===== config.mk =====
export PLATFORM = sky130hd
export DESIGN_NAME = aes_inv_round_ctrl_flat
export DESIGN_NICKNAME = d
export VERILOG_FILES = /design/src/rtl/aes_inv_round_ctrl_pkg.sv /design/src/rtl/aes_inv_round_ctrl_if.sv /design/src/rtl/aes_inv_round_ctrl.sv /design/src/flat_wrapper.sv
export SDC_FILE = /design/constraint.sdc
export NUM_CORES = 1
export LEC_CHECK = 0
export ABC_CLOCK_PERIOD_IN_PS = 11060
export CORE_AREA = 2 2 261 263
export DETAILED_ROUTE_END_ITERATION = 16
export DIE_AREA = 0 0 263 265
export PLACE_DENSITY = 0.4
export SYNTH_ARGS = -nofsm -noshare
export SYNTH_HDL_FRONTEND = slang
export SYNTH_SLANG_ARGS = --single-unit

===== constraint.sdc =====
create_clock -name clk -period 11.06 [get_ports clk]
set_input_delay 1.106 -clock clk [delete_from_list [all_inputs] [get_ports clk]]
set_output_delay 1.106 -clock clk [all_outputs]
set_load 0.02 [all_outputs]

===== src/rtl/aes_inv_round_ctrl_pkg.sv =====
// Shared types and packet geometry for the AES inverse-cipher round controller.
package aes_pkg;

  localparam int HDR_W = 4;
  localparam int BLK_W = 128;
  localparam int PKT_W = HDR_W + BLK_W;

  typedef enum logic [2:0] {
    IDLE,
    ARK,
    ISSUE,
    WAIT,
    DONE
  } state_t;

  typedef enum logic [1:0] {
    SEL_ISR = 2'b00,
    SEL_ISB = 2'b01,
    SEL_IMC = 2'b10
  } stage_sel_t;

endpackage


===== src/rtl/aes_inv_round_ctrl_if.sv =====
// Block handshake, round-key lookup and inverse-stage bus of the round controller.
interface aes_inv_round_ctrl_if;
  import aes_pkg::*;

  logic             in_valid;
  logic             in_ready;
  logic [BLK_W-1:0] in_data;
  logic [HDR_W-1:0] key_idx;
  logic [BLK_W-1:0] key_data;
  logic             stg_en;
  logic [1:0]       stg_sel;
  logic [PKT_W-1:0] stg_data;
  logic [PKT_W-1:0] stg_result;
  logic             out_valid;
  logic             out_ready;
  logic [BLK_W-1:0] out_data;
  logic             out_err;
  logic             busy;

  modport master (
    input  in_valid, in_data, key_data, stg_result, out_ready,
    output in_ready, key_idx, stg_en, stg_sel, stg_data,
           out_valid, out_data, out_err, busy
  );

  modport slave (
    output in_valid, in_data, key_data, stg_result, out_ready,
    input  in_ready, key_idx, stg_en, stg_sel, stg_data,
           out_valid, out_data, out_err, busy
  );

endinterface


===== src/rtl/aes_inv_round_ctrl.sv =====
// AES inverse-cipher round sequencer: does AddRoundKey locally and time-shares
// one external stage bus among InvShiftRows, InvSubBytes and InvMixColumns.
module aes_inv_round_ctrl
  import aes_pkg::*;
#(
  parameter int NUM_ROUNDS = 10,
  parameter bit CHECK_HDR  = 1'b1
) (
  input  logic                 clk,
  input  logic                 rst,
  aes_inv_round_ctrl_if.master bus
);

  localparam logic [HDR_W-1:0] NR = HDR_W'(NUM_ROUNDS);

  state_t           fsm_q, fsm_d;
  logic [BLK_W-1:0] state_q, state_d;
  logic [HDR_W-1:0] rnd_q, rnd_d;
  stage_sel_t       op_q, op_d;
  logic             err_q, err_d;

  always_ff @(posedge clk or posedge rst) begin
    if (rst) begin
      fsm_q   <= IDLE;
      state_q <= '0;
      rnd_q   <= '0;
      op_q    <= SEL_ISR;
      err_q   <= 1'b0;
    end else begin
      fsm_q   <= fsm_d;
      state_q <= state_d;
      rnd_q   <= rnd_d;
      op_q    <= op_d;
      err_q   <= err_d;
    end
  end

  always_comb begin
    fsm_d   = fsm_q;
    state_d = state_q;
    rnd_d   = rnd_q;
    op_d    = op_q;
    err_d   = err_q;
    unique case (fsm_q)
      IDLE: begin
        if (bus.in_valid) begin
          state_d = bus.in_data;
          rnd_d   = '0;
          err_d   = 1'b0;
          fsm_d   = ARK;
        end
      end
      ARK: begin
        state_d = state_q ^ bus.key_data;
        if (rnd_q == '0) begin
          rnd_d = 4'd1;
          op_d  = SEL_ISR;
          fsm_d = ISSUE;
        end else if (rnd_q < NR) begin
          op_d  = SEL_IMC;
          fsm_d = ISSUE;
        end else begin
          fsm_d = DONE;
        end
      end
      ISSUE: fsm_d = WAIT;
      WAIT: begin
        state_d = bus.stg_result[BLK_W-1:0];
        // A stale or misrouted result aborts the block; the bad data is still reported.
        if (CHECK_HDR && (bus.stg_result[PKT_W-1:BLK_W] != rnd_q)) begin
          err_d = 1'b1;
          fsm_d = DONE;
        end else begin
          unique case (op_q)
            SEL_ISR: begin
              op_d  = SEL_ISB;
              fsm_d = ISSUE;
            end
            SEL_ISB: fsm_d = ARK;
            SEL_IMC: begin
              rnd_d = rnd_q + 4'd1;
              op_d  = SEL_ISR;
              fsm_d = ISSUE;
            end
            default: begin
              err_d = 1'b1;
              fsm_d = DONE;
            end
          endcase
        end
      end
      DONE: begin
        if (bus.out_ready) fsm_d = IDLE;
      end
      default: fsm_d = IDLE;
    endcase
  end

  always_comb begin
    bus.in_ready  = 1'b0;
    bus.key_idx   = '0;
    bus.stg_en    = 1'b0;
    bus.stg_sel   = 2'b00;
    bus.stg_data  = '0;
    bus.out_valid = 1'b0;
    bus.out_data  = '0;
    bus.out_err   = 1'b0;
    bus.busy      = (fsm_q != IDLE);
    unique case (fsm_q)
      IDLE:  bus.in_ready = 1'b1;
      ARK:   bus.key_idx  = NR - rnd_q;
      ISSUE: begin
        bus.stg_en   = 1'b1;
        bus.stg_sel  = op_q;
        bus.stg_data = {rnd_q, state_q};
      end
      DONE: begin
        bus.out_valid = 1'b1;
        bus.out_data  = state_q;
        bus.out_err   = err_q;
      end
      default: ;
    endcase
  end

endmodule


===== src/flat_wrapper.sv =====
// flat-port wrapper written by rule: the top's interface ports become plain ports
module aes_inv_round_ctrl_flat import aes_pkg::*;
#(
  parameter int NUM_ROUNDS = 10,
  parameter bit CHECK_HDR  = 1'b1
)
  (clk, rst, bus_in_valid, bus_in_data, bus_key_data, bus_stg_result, bus_out_ready, bus_in_ready, bus_key_idx, bus_stg_en, bus_stg_sel, bus_stg_data, bus_out_valid, bus_out_data, bus_out_err, bus_busy);
  aes_inv_round_ctrl_if bus_i ();
  input  logic clk;
  input  logic rst;
  input wire logic [$bits(bus_i.in_valid)-1:0] bus_in_valid;
  input wire logic [$bits(bus_i.in_data)-1:0] bus_in_data;
  input wire logic [$bits(bus_i.key_data)-1:0] bus_key_data;
  input wire logic [$bits(bus_i.stg_result)-1:0] bus_stg_result;
  input wire logic [$bits(bus_i.out_ready)-1:0] bus_out_ready;
  output wire logic [$bits(bus_i.in_ready)-1:0] bus_in_ready;
  output wire logic [$bits(bus_i.key_idx)-1:0] bus_key_idx;
  output wire logic [$bits(bus_i.stg_en)-1:0] bus_stg_en;
  output wire logic [$bits(bus_i.stg_sel)-1:0] bus_stg_sel;
  output wire logic [$bits(bus_i.stg_data)-1:0] bus_stg_data;
  output wire logic [$bits(bus_i.out_valid)-1:0] bus_out_valid;
  output wire logic [$bits(bus_i.out_data)-1:0] bus_out_data;
  output wire logic [$bits(bus_i.out_err)-1:0] bus_out_err;
  output wire logic [$bits(bus_i.busy)-1:0] bus_busy;
  assign bus_i.in_valid = bus_in_valid;
  assign bus_i.in_data = bus_in_data;
  assign bus_i.key_data = bus_key_data;
  assign bus_i.stg_result = bus_stg_result;
  assign bus_i.out_ready = bus_out_ready;
  assign bus_in_ready = bus_i.in_ready;
  assign bus_key_idx = bus_i.key_idx;
  assign bus_stg_en = bus_i.stg_en;
  assign bus_stg_sel = bus_i.stg_sel;
  assign bus_stg_data = bus_i.stg_data;
  assign bus_out_valid = bus_i.out_valid;
  assign bus_out_data = bus_i.out_data;
  assign bus_out_err = bus_i.out_err;
  assign bus_busy = bus_i.busy;
  aes_inv_round_ctrl #(.NUM_ROUNDS(NUM_ROUNDS), .CHECK_HDR(CHECK_HDR)) u_core (.clk(clk), .rst(rst), .bus(bus_i));
endmodule

-- Word level (Yosys, flattened, before mapping)
Index checks and enable logic that the tools add are counted.
- flip-flop bits (word level): 138
- latch bits: 0
- bits in writable memories: 0
- ROM bits: 0
- input port bits: 392
- output and inout port bits: 271
- word-level logic and storage cells: 69
- memories kept: 0
- add/subtract/negate cells: 2
- multiply operators: 0
- div/mod/pow operators: 0
- magnitude comparators: 1
- equal/unequal tests: 15
- shifts and indexed selects: 0
- muxes and demuxes: 31
- bitwise gates (word level): 1
- reduce and logical (&&, ||, !) cells: 14
- operators with widths (operator ; count):
    128-bit one-hot mux with 3 select lines ; 1
    128-bit two-way mux ; 2
    132-bit two-way mux ; 1
    128-bit XOR ; 1
    4-bit two-way mux ; 5
    3-bit two-way mux ; 5
    3-bit one-hot mux with 5 select lines ; 1
    4-bit one-hot mux with 3 select lines ; 1
    2-bit two-way mux ; 4
    2-bit one-hot mux with 2 select lines ; 2
    1-bit two-way mux ; 7
    3-bit by 2-bit == test with 1-bit output, second input constant ; 2
    2-bit inequality test, second input constant ; 3
    3-bit by 1-bit inequality test with 1-bit output, second input constant ; 2
    3-bit one-hot mux with 2 select lines ; 1
    3-bit nonzero test ; 2
    5-bit AND reduction ; 1
    4-bit by 1-bit adder with 4-bit output, second input constant ; 1
    4-bit zero test ; 1
    4-bit < comparator, second input constant ; 1
    2-bit by 1-bit inequality test with 1-bit output, second input constant ; 2
    4-bit inequality test ; 1
    2-bit AND reduction ; 2
    4-bit AND reduction ; 1
    other kinds (13) ; 14

-- Longest topological paths before layout
Gate-level depths: netlist of run 1.
- depth in word-level cells: 5
- mapped depth: 9
- depth with buffers taken out: 7

-- Worst setup path after synthesis of run 1
No wires, ideal clock.
- kind: flip-flop to output port
- from: reg u_core.fsm_q[0]
- to: out bus_out_data[100]
- arrival time: 1.571 ns
- required time: 9.954 ns
- path slack: 8.383 ns
- stages on the path, launching flop included: 6
- path buffers: 3
- cell sequence: dfrtp_1 > buf_2 > nor3b_1 > buf_2 > clkbuf_1 > and2_1
- cells in the longest elaborated chain, start to end: 2
- ends and longest elaborated chain (element ; line ; RTL):
    start: declaration ; aes_inv_round_ctrl.sv:16 ; state_t fsm_q, fsm_d;
    start signal: assignment ; aes_inv_round_ctrl.sv:30 ; fsm_q <= fsm_d;
    3-bit == test ; aes_inv_round_ctrl.sv:109 ; unique case (fsm_q)
    128-bit two-way mux ; aes_inv_round_ctrl.sv:109 ;
    end: declaration ; flat_wrapper.sv:22 ; output wire logic [$bits(bus_i.out_data)-1:0] bus_out_data;
No other way between the ends.

-- Worst setup path after layout of run 1
- from: reg u_core.fsm_q[1]
- to: out bus_key_idx[0]
- cells in the longest elaborated chain, start to end: 2
- ends and longest elaborated chain (element ; line ; RTL):
    3-bit by 1-bit == test with 1-bit output ; aes_inv_round_ctrl.sv:109 ;
    4-bit two-way mux ; aes_inv_round_ctrl.sv:109 ;
    end: declaration ; flat_wrapper.sv:17 ; output wire logic [$bits(bus_i.key_idx)-1:0] bus_key_idx;
No other way between the ends.

==> results of run 1 <==
## area by class of cell
class	count	area [sq um]
Sequential cell	138	3460
Tap cell	873	1090
Inverter	8	35.0
Multi-Input combinational cell	1130	6370
Fill cell	7217	48500
Clock inverter	11	145
Clock buffer	21	460
Timing Repair Buffer	676	6730
Antenna cell	6	15.0
## through the flow
step                utilization [%]  std cells  power (mW)  setup slack (ns)  hold slack, ns
finish                         27.4       2863        4.47              6.17           0.524
CTS                            27.4       2857        4.58              5.98           0.545
detailed placement             26.5       2825        3.91              6.56           0.528
floorplan                         -       1409        2.69              6.26           0.441
global placement               26.5       2825        3.85              6.60           0.524
global route                   27.4       2860        4.87              5.87           0.560
## metal layers
layer	GRT usage (%)	vias up
met2	28.9	447
met3	5.23	45
li1	-	6040
met1	17.9	6014
met4	4.90	8
met5	0	-
## state kept, by name, summed over array words and instances, names as in the netlist
register / cells
u_core.err_q: 1
u_core.fsm_q: 3
u_core.op_q: 2
u_core.rnd_q: 4
u_core.state_q: 128
## kinds of logic after synthesis
logic type / share of synthesized area, %
AO/OA/AOI/OAI: 31.0
XOR/XNOR: 0.509
adder cells (fa/ha/maj): 0.363
buffers and inverters: 5.38
flip-flops: 33.4
AND/OR/NAND/NOR: 29.4
## cells in the final DEF (no fill, tap or decap), drive strengths merged, types with 2 or more instances in the layout
master | netlist | final
a21oi | 80 | 80
a221o | 93 | 93
and2 | 261 | 261
buf | 32 | 14
bufinv | 0 | 3
clkbuf | 101 | 21
clkdlybuf4s50 | 0 | 662
clkinv | 0 | 5
clkinvlp | 0 | 3
dfrtp | 138 | 138
diode | 0 | 6
ha | 3 | 3
inv | 8 | 8
nand2 | 3 | 3
nand2b | 5 | 5
nand3 | 3 | 3
nor2 | 265 | 265
nor2b | 2 | 2
nor3 | 3 | 3
nor3b | 37 | 37
o21ai | 353 | 353
o21bai | 2 | 2
or3 | 2 | 2
xnor2 | 2 | 2
xor2 | 4 | 4
## power by group
| group | switching (mW) | internal [mW] | leakage [nW] |
|---|---|---|---|
| Sequential | 0.357 | 0.774 | 1.67 |
| Combinational | 1.57 | 1.13 | 4.84 |
| Clock | 0.268 | 0.366 | 0.289 |
## how the worst max path moves through the flow
stage / from / end / slack (ns) / depth (start not counted)
after floorplan: rst / u_core.err_q$_DFFE_PP0P_ / 6.26 / 1
after global placement: u_core.fsm_q[1]$_DFFE_PP0P_ / bus_key_idx[3] / 6.60 / 4
after detailed placement: u_core.fsm_q[1]$_DFFE_PP0P_ / bus_key_idx[2] / 6.56 / 4
after CTS: u_core.fsm_q[1]$_DFFE_PP0P_ / bus_key_idx[2] / 5.98 / 4
after global routing: u_core.fsm_q[1]$_DFFE_PP0P_ / bus_stg_data[68] / 5.87 / 5
final: u_core.fsm_q[1]$_DFFE_PP0P_ / bus_key_idx[0] / 6.17 / 4
==> metrics.txt, run 1 <==
Critical Path Source Type register; Total Nets Final 2366; arrival time at the worst endpoint 3.79 ns; post-synthesis async set-or-reset flop share 100%; register bit count reported by yosys 138; vias per cell 4.38; Resize count post-CTS 0; Met2 Routed Length 29.3 mm; most common flop cell mapped by yosys sky130_fd_sc_hd__dfrtp_1; global-route congestion overflow total 0; worst clock skew on the final layout 0.0152 ns; Tightest Pin Transition 1.23 ns; cell area power density 244 nW/um^2; RSZ-0062 raised after global routing false; CTS Hold Buffers Added 0; post-synth cell types 37; highest metal layer used by the detailed router met5; overall routing resource usage 16.1%; met3 wirelength from detailed routing 4.10 mm; overall routed net length 57.5 mm; slowest stage cell, crit path sky130_fd_sc_hd__dfrtp_4; number of flops mapped to enable cells by yosys 0; final critical path time including I/O delays and setup 4.89 ns; cells along the critical path buf_4 -> nand2b_4 -> nor2_1 -> clkdlybuf4s50_1; initial drt markers 552; Max rail drop VDD 158 uV; core box area 66800 sq um; buffer cell driving the clock tree root sky130_fd_sc_hd__clkbuf_16; cell area after synthesis 10300 sq um; total via count in the routed design 12600; routability congestion estimate 0.812; startpoint of the worst register-to-register path u_core.fsm_q[1]$_DFFE_PP0P_; std cell rows 95; most frequent cell after synthesis sky130_fd_sc_hd__o21ai_0; endpoint of the worst hold path u_core.err_q$_DFFE_PP0P_; kind of cell adding the most delay to the critical path buffers and inverters; I/O pin count 663; mean routed wirelength per cell 20.1 microns; DIE WIDTH 263 microns; number of max-cap violations 0; r2r endpoint u_core.state_q[83]$_DFFE_PP0P_; number of buffers inserted to repair setup after CTS 0; Commonest cells post-synth sky130_fd_sc_hd__o21ai_0 (330), sky130_fd_sc_hd__nor2_1 (265), sky130_fd_sc_hd__and2_1 (260), sky130_fd_sc_hd__dfrtp_1 (138), sky130_fd_sc_hd__clkbuf_1 (101); Max Transition Viols Final 0; maximum number of pins on one net before global-route repair 133; final total negative setup slack 0 ns; result of the run completed; area added between synthesis and finish 77.1%; largest cells by area after synthesis sky130_fd_sc_hd__dfrtp_1 (33%), sky130_fd_sc_hd__o21ai_0 (16%), sky130_fd_sc_hd__and2_1 (16%); peak per-stage delay on the critical path 0.98 ns; endpoints failing hold 0; first-pass GRT wire length 84.5 mm; net count after synthesis 1804; number of global-route vias before repair 12700; Initial Util 15.5%; Yosys top cell area share 33.4%; fmax 204 MHz; portion of the post-synthesis area used by sequential elements 33.4%; Worst slew margin 18.3%; length of the first detailed-routing pass in iterations 7; worst reg-to-reg setup slack 6.97 ns; Post-DP Area 17700 sq um; post-route cell area 18300 sq um; biggest area consumer among synthesized cells sky130_fd_sc_hd__dfrtp_1; CP Buf/Inv Count 2; post-synthesis cell count 1409; Setup CP Type reg2out; H-Tree Depth 4; ratio of cells with drive above 1 in the final layout 2.87%; Detail Route Antenna Nets 0; number of DRC violations after detailed routing 0; element type at the critical path end output pin; critical path peak fanout 77; Worst Hold Path Cells 1; DIE HEIGHT 265 microns; die area 69700 sq um; met1 routed wirelength after detailed routing 22.9 mm; leakage power 6.80 nW; required time of the critical path 9.95 ns; Max Root-Sink Buffers 2; clock-pin transition on the worst setup and hold timing paths 0.07 ns; number of antenna violations at the first check in global routing 10; count of buffers inserted at the top-level ports 662; worst-skew pair later-pin latency 0.49 ns; startpoint of the worst hold path u_core.err_q$_DFFE_PP0P_; worst r2r path cells 6; total CTS buffers 17; Final setup violation count 0; CTS tree done; final cycle utilization of the critical path 44.2%; mean post-synth cell area 7.33 sq um; warning count from the yosys run 0; count of clock tree sinks 138; type of the tightest min-delay check reg2reg; post-DP HPWL 41.9 mm
(Power assumes the default switching activity.)
==> run 2, diff against run 1 <==
--- a/config.mk
+++ b/config.mk
@@ -5,10 +5,10 @@
 export SDC_FILE = /design/constraint.sdc
 export NUM_CORES = 1
 export LEC_CHECK = 0
-export ABC_CLOCK_PERIOD_IN_PS = 11060
-export CORE_AREA = 2 2 261 263
+export ABC_CLOCK_PERIOD_IN_PS = 4700
+export CORE_AREA = 2 2 260 262
 export DETAILED_ROUTE_END_ITERATION = 16
-export DIE_AREA = 0 0 263 265
+export DIE_AREA = 0 0 262 264
 export PLACE_DENSITY = 0.4
 export SYNTH_ARGS = -nofsm -noshare
 export SYNTH_HDL_FRONTEND = slang
==> constraint.sdc (replaced) <==
create_clock -name clk -period 4.7 [get_ports clk]
set_input_delay 0.47 -clock clk [delete_from_list [all_inputs] [get_ports clk]]
set_output_delay 0.47 -clock clk [all_outputs]
set_load 0.02 [all_outputs]
==> metrics.txt, run 2 (same netlist as run 1, synthesis figures left out) <==
core box area 66600 sq um (-0.36%); cells along the critical path nand2b_1 -> nor2_4 -> buf_12 -> and2_1 -> clkdlybuf4s50_1; startpoint of the worst register-to-register path u_core.fsm_q[0]$_DFFE_PP0P_; CTS tree done; critical path peak fanout 132 (+71%); Regs by FF count u_core.state_q (128), u_core.rnd_q (4), u_core.fsm_q (3); worst r2r path cells 7 (+1); count of clock tree sinks 138 (unchanged); worst clock skew on the final layout 0.0120 ns (-0.00324 ns); arrival time at the worst endpoint 3.11 ns (-0.68 ns); final total negative setup slack 0 ns (unchanged); I/O pin count 663 (unchanged); leading cell type in the layout, fill and taps excluded sky130_fd_sc_hd__clkdlybuf4s50_1; Max Transition Viols Final 0 (unchanged); Final setup violation count 0 (unchanged); total net switching power 5.21 mW (+140%); final cycle utilization of the critical path 76.1%; RSZ-0062 raised after global routing false; total CTS buffers 17 (unchanged); fmax 280 MHz; mean routed wirelength per cell 20.0 microns (-0.49%); Resize count post-CTS 0 (unchanged); std cell rows 95 (unchanged); required time of the critical path 4.23 ns (-5.72 ns); area added between synthesis and finish 78.2%; post-DP HPWL 41.8 mm (-0.14%); number of antenna violations at the first check in global routing 12 (+2); filler instances 7149 (-0.94%); total via count in the routed design 12600 (+0.36%); post-route cell area 18400 sq um (+0.62%); first-pass GRT wire length 83.2 mm (-1.6%); worst hold slack after final layout 0.423 ns (-0.101 ns); number of global-route vias before repair 12300 (-3.1%); sequential group share of total power 24.8% (-0.5 points); type of the tightest min-delay check in2async; Internal Dissipation 5.46 mW (+140%); Worst slew margin 34.3% (+16 points); worst slack at placement 1.57 ns (-4.99 ns); clock network fraction of design power 14.5% (+0.3 points); die area 69200 sq um (-0.76%); leading cell types in the layout, fill and taps excluded sky130_fd_sc_hd__clkdlybuf4s50_1 (662), sky130_fd_sc_hd__o21ai_0 (330), sky130_fd_sc_hd__nor2_1 (264); worst-skew pair later-pin latency 0.48 ns (about the same); Max Root-Sink Buffers 2 (unchanged); endpoints failing hold 0 (unchanged); net switching share of the total power 48.8% (-0.33 points); final critical path time including I/O delays and setup 3.58 ns; number of buffers inserted to repair setup after CTS 0 (unchanged); overall routing resource usage 16.1% (+0.028 points); combinational share of power 60.7% (+0.2 points); clock-pin transition on the worst setup and hold timing paths 0.07 ns (about the same); number of DRC violations after detailed routing 0 (unchanged); vias per cell 4.40 (+0.36%); Max rail drop VDD 416 uV (+160%); peak per-stage delay on the critical path 0.82 ns (-0.16 ns); Most flops, register u_core.state_q; Critical Path Source Type register; routability congestion estimate 0.808 (-0.42%); maximum number of pins on one net before global-route repair 143 (+7.5%); worst reg-to-reg setup slack 1.81 ns (-5.16 ns); length of the first detailed-routing pass in iterations 5 (-2); Tightest Pin Transition 0.985 ns (-0.241 ns); DIE WIDTH 262 microns (-0.38%); initial drt markers 660 (+20%); Setup CP Type reg2out; Detail Route Antenna Nets 0 (unchanged); Total Nets Final 2366 (unchanged); slowest stage cell, crit path sky130_fd_sc_hd__dfrtp_4; global-route congestion overflow total 0 (unchanged); result of the run completed; leakage power 6.85 nW (+0.67%); buffer cell driving the clock tree root sky130_fd_sc_hd__clkbuf_16; ratio of cells with drive above 1 in the final layout 2.97% (+0.10 points); H-Tree Depth 4 (unchanged); r2r endpoint u_core.rnd_q[3]$_DFFE_PP0P_; number of max-cap violations 0 (unchanged); Initial Util 15.5% (+0.055 points); CTS Hold Buffers Added 0 (unchanged); count of buffers inserted at the top-level ports 662 (unchanged); element type at the critical path end output pin; DIE HEIGHT 264 microns (-0.38%); cell area power density 580 nW/um^2 (+140%); Post-DP Area 17800 sq um (+0.49%); number of flip-flops under the largest register name 128 (unchanged); overall routed net length 57.2 mm (-0.49%); minimum setup slack in the final design 1.12 ns (-5.04 ns)
## run 2: cell count changes in the layout (fill, tap and decap cells not counted), sizes merged
cell / before / now
clkinv: 5 / 4
clkbuf: 21 / 18
inv: 8 / 11
bufinv: 3 / 4
## run 2: how the worst max path moves through the flow
stage	start	to	slack, ns
after CTS	u_core.fsm_q[1]$_DFFE_PP0P_	bus_stg_data[48]	1.0
final	u_core.fsm_q[1]$_DFFE_PP0P_	bus_stg_data[48]	1.12
after global placement	u_core.fsm_q[1]$_DFFE_PP0P_	bus_stg_data[48]	1.69
after global routing	u_core.fsm_q[1]$_DFFE_PP0P_	bus_stg_data[48]	0.83
after detailed placement	u_core.fsm_q[1]$_DFFE_PP0P_	bus_stg_data[48]	1.57
after floorplan	rst	u_core.err_q$_DFFE_PP0P_	0.53
## run 2: through the flow
stage / instances / util, % / power (mW)
after floorplan: 1409 / - / 6.33
after global placement: 2825 / 26.7 / 9.12
after detailed placement: 2825 / 26.7 / 9.26
after CTS: 2857 / 27.6 / 10.9
after global routing: 2862 / 27.7 / 11.6
final: 2863 / 27.7 / 10.7
## run 2: per-layer routing
| metal | GRT usage, % | vias up | part of all wire (%) |
|---|---|---|---|
| met3 | 5.52 | 49 | 8.3 |
| met2 | 28.5 | 436 | 51 |
| li1 | - | 6044 | - |
| met4 | 4.32 | 12 | 1.4 |
| met1 | 18.2 | 6058 | 39 |
| met5 | 0 | - | 0.12 |
## run 2: cell type report
class	count	area, sq um	area share [%]
Antenna cell	6	15.0	0.0815
Clock buffer	18	439	2.38
Clock inverter	14	193	1.05
Inverter	8	35.0	0.190
Multi-Input combinational cell	1130	6370	34.6
Sequential cell	138	3460	18.8
Tap cell	873	1090	5.93
Timing Repair Buffer	676	6820	37.0
## run 2: critical path, delay by kind of cell, from the launching register on
kind                   cells  cell delay (ns)
and+or+nand+nor            3             0.64
buffers and inverters      2             1.07
DFF                        1             0.82
## run 2: power by group through the flow
stage          Clock, mW  Sequential, mW  Combinational, mW
6_report            1.55            2.65               6.48
5_1_grt             1.67            2.75               7.21
4_1_cts             1.64            2.66               6.60
3_5_place_dp           0            2.67               6.59
3_3_place_gp           0            2.66               6.46
2_1_floorplan          0            2.17               4.16
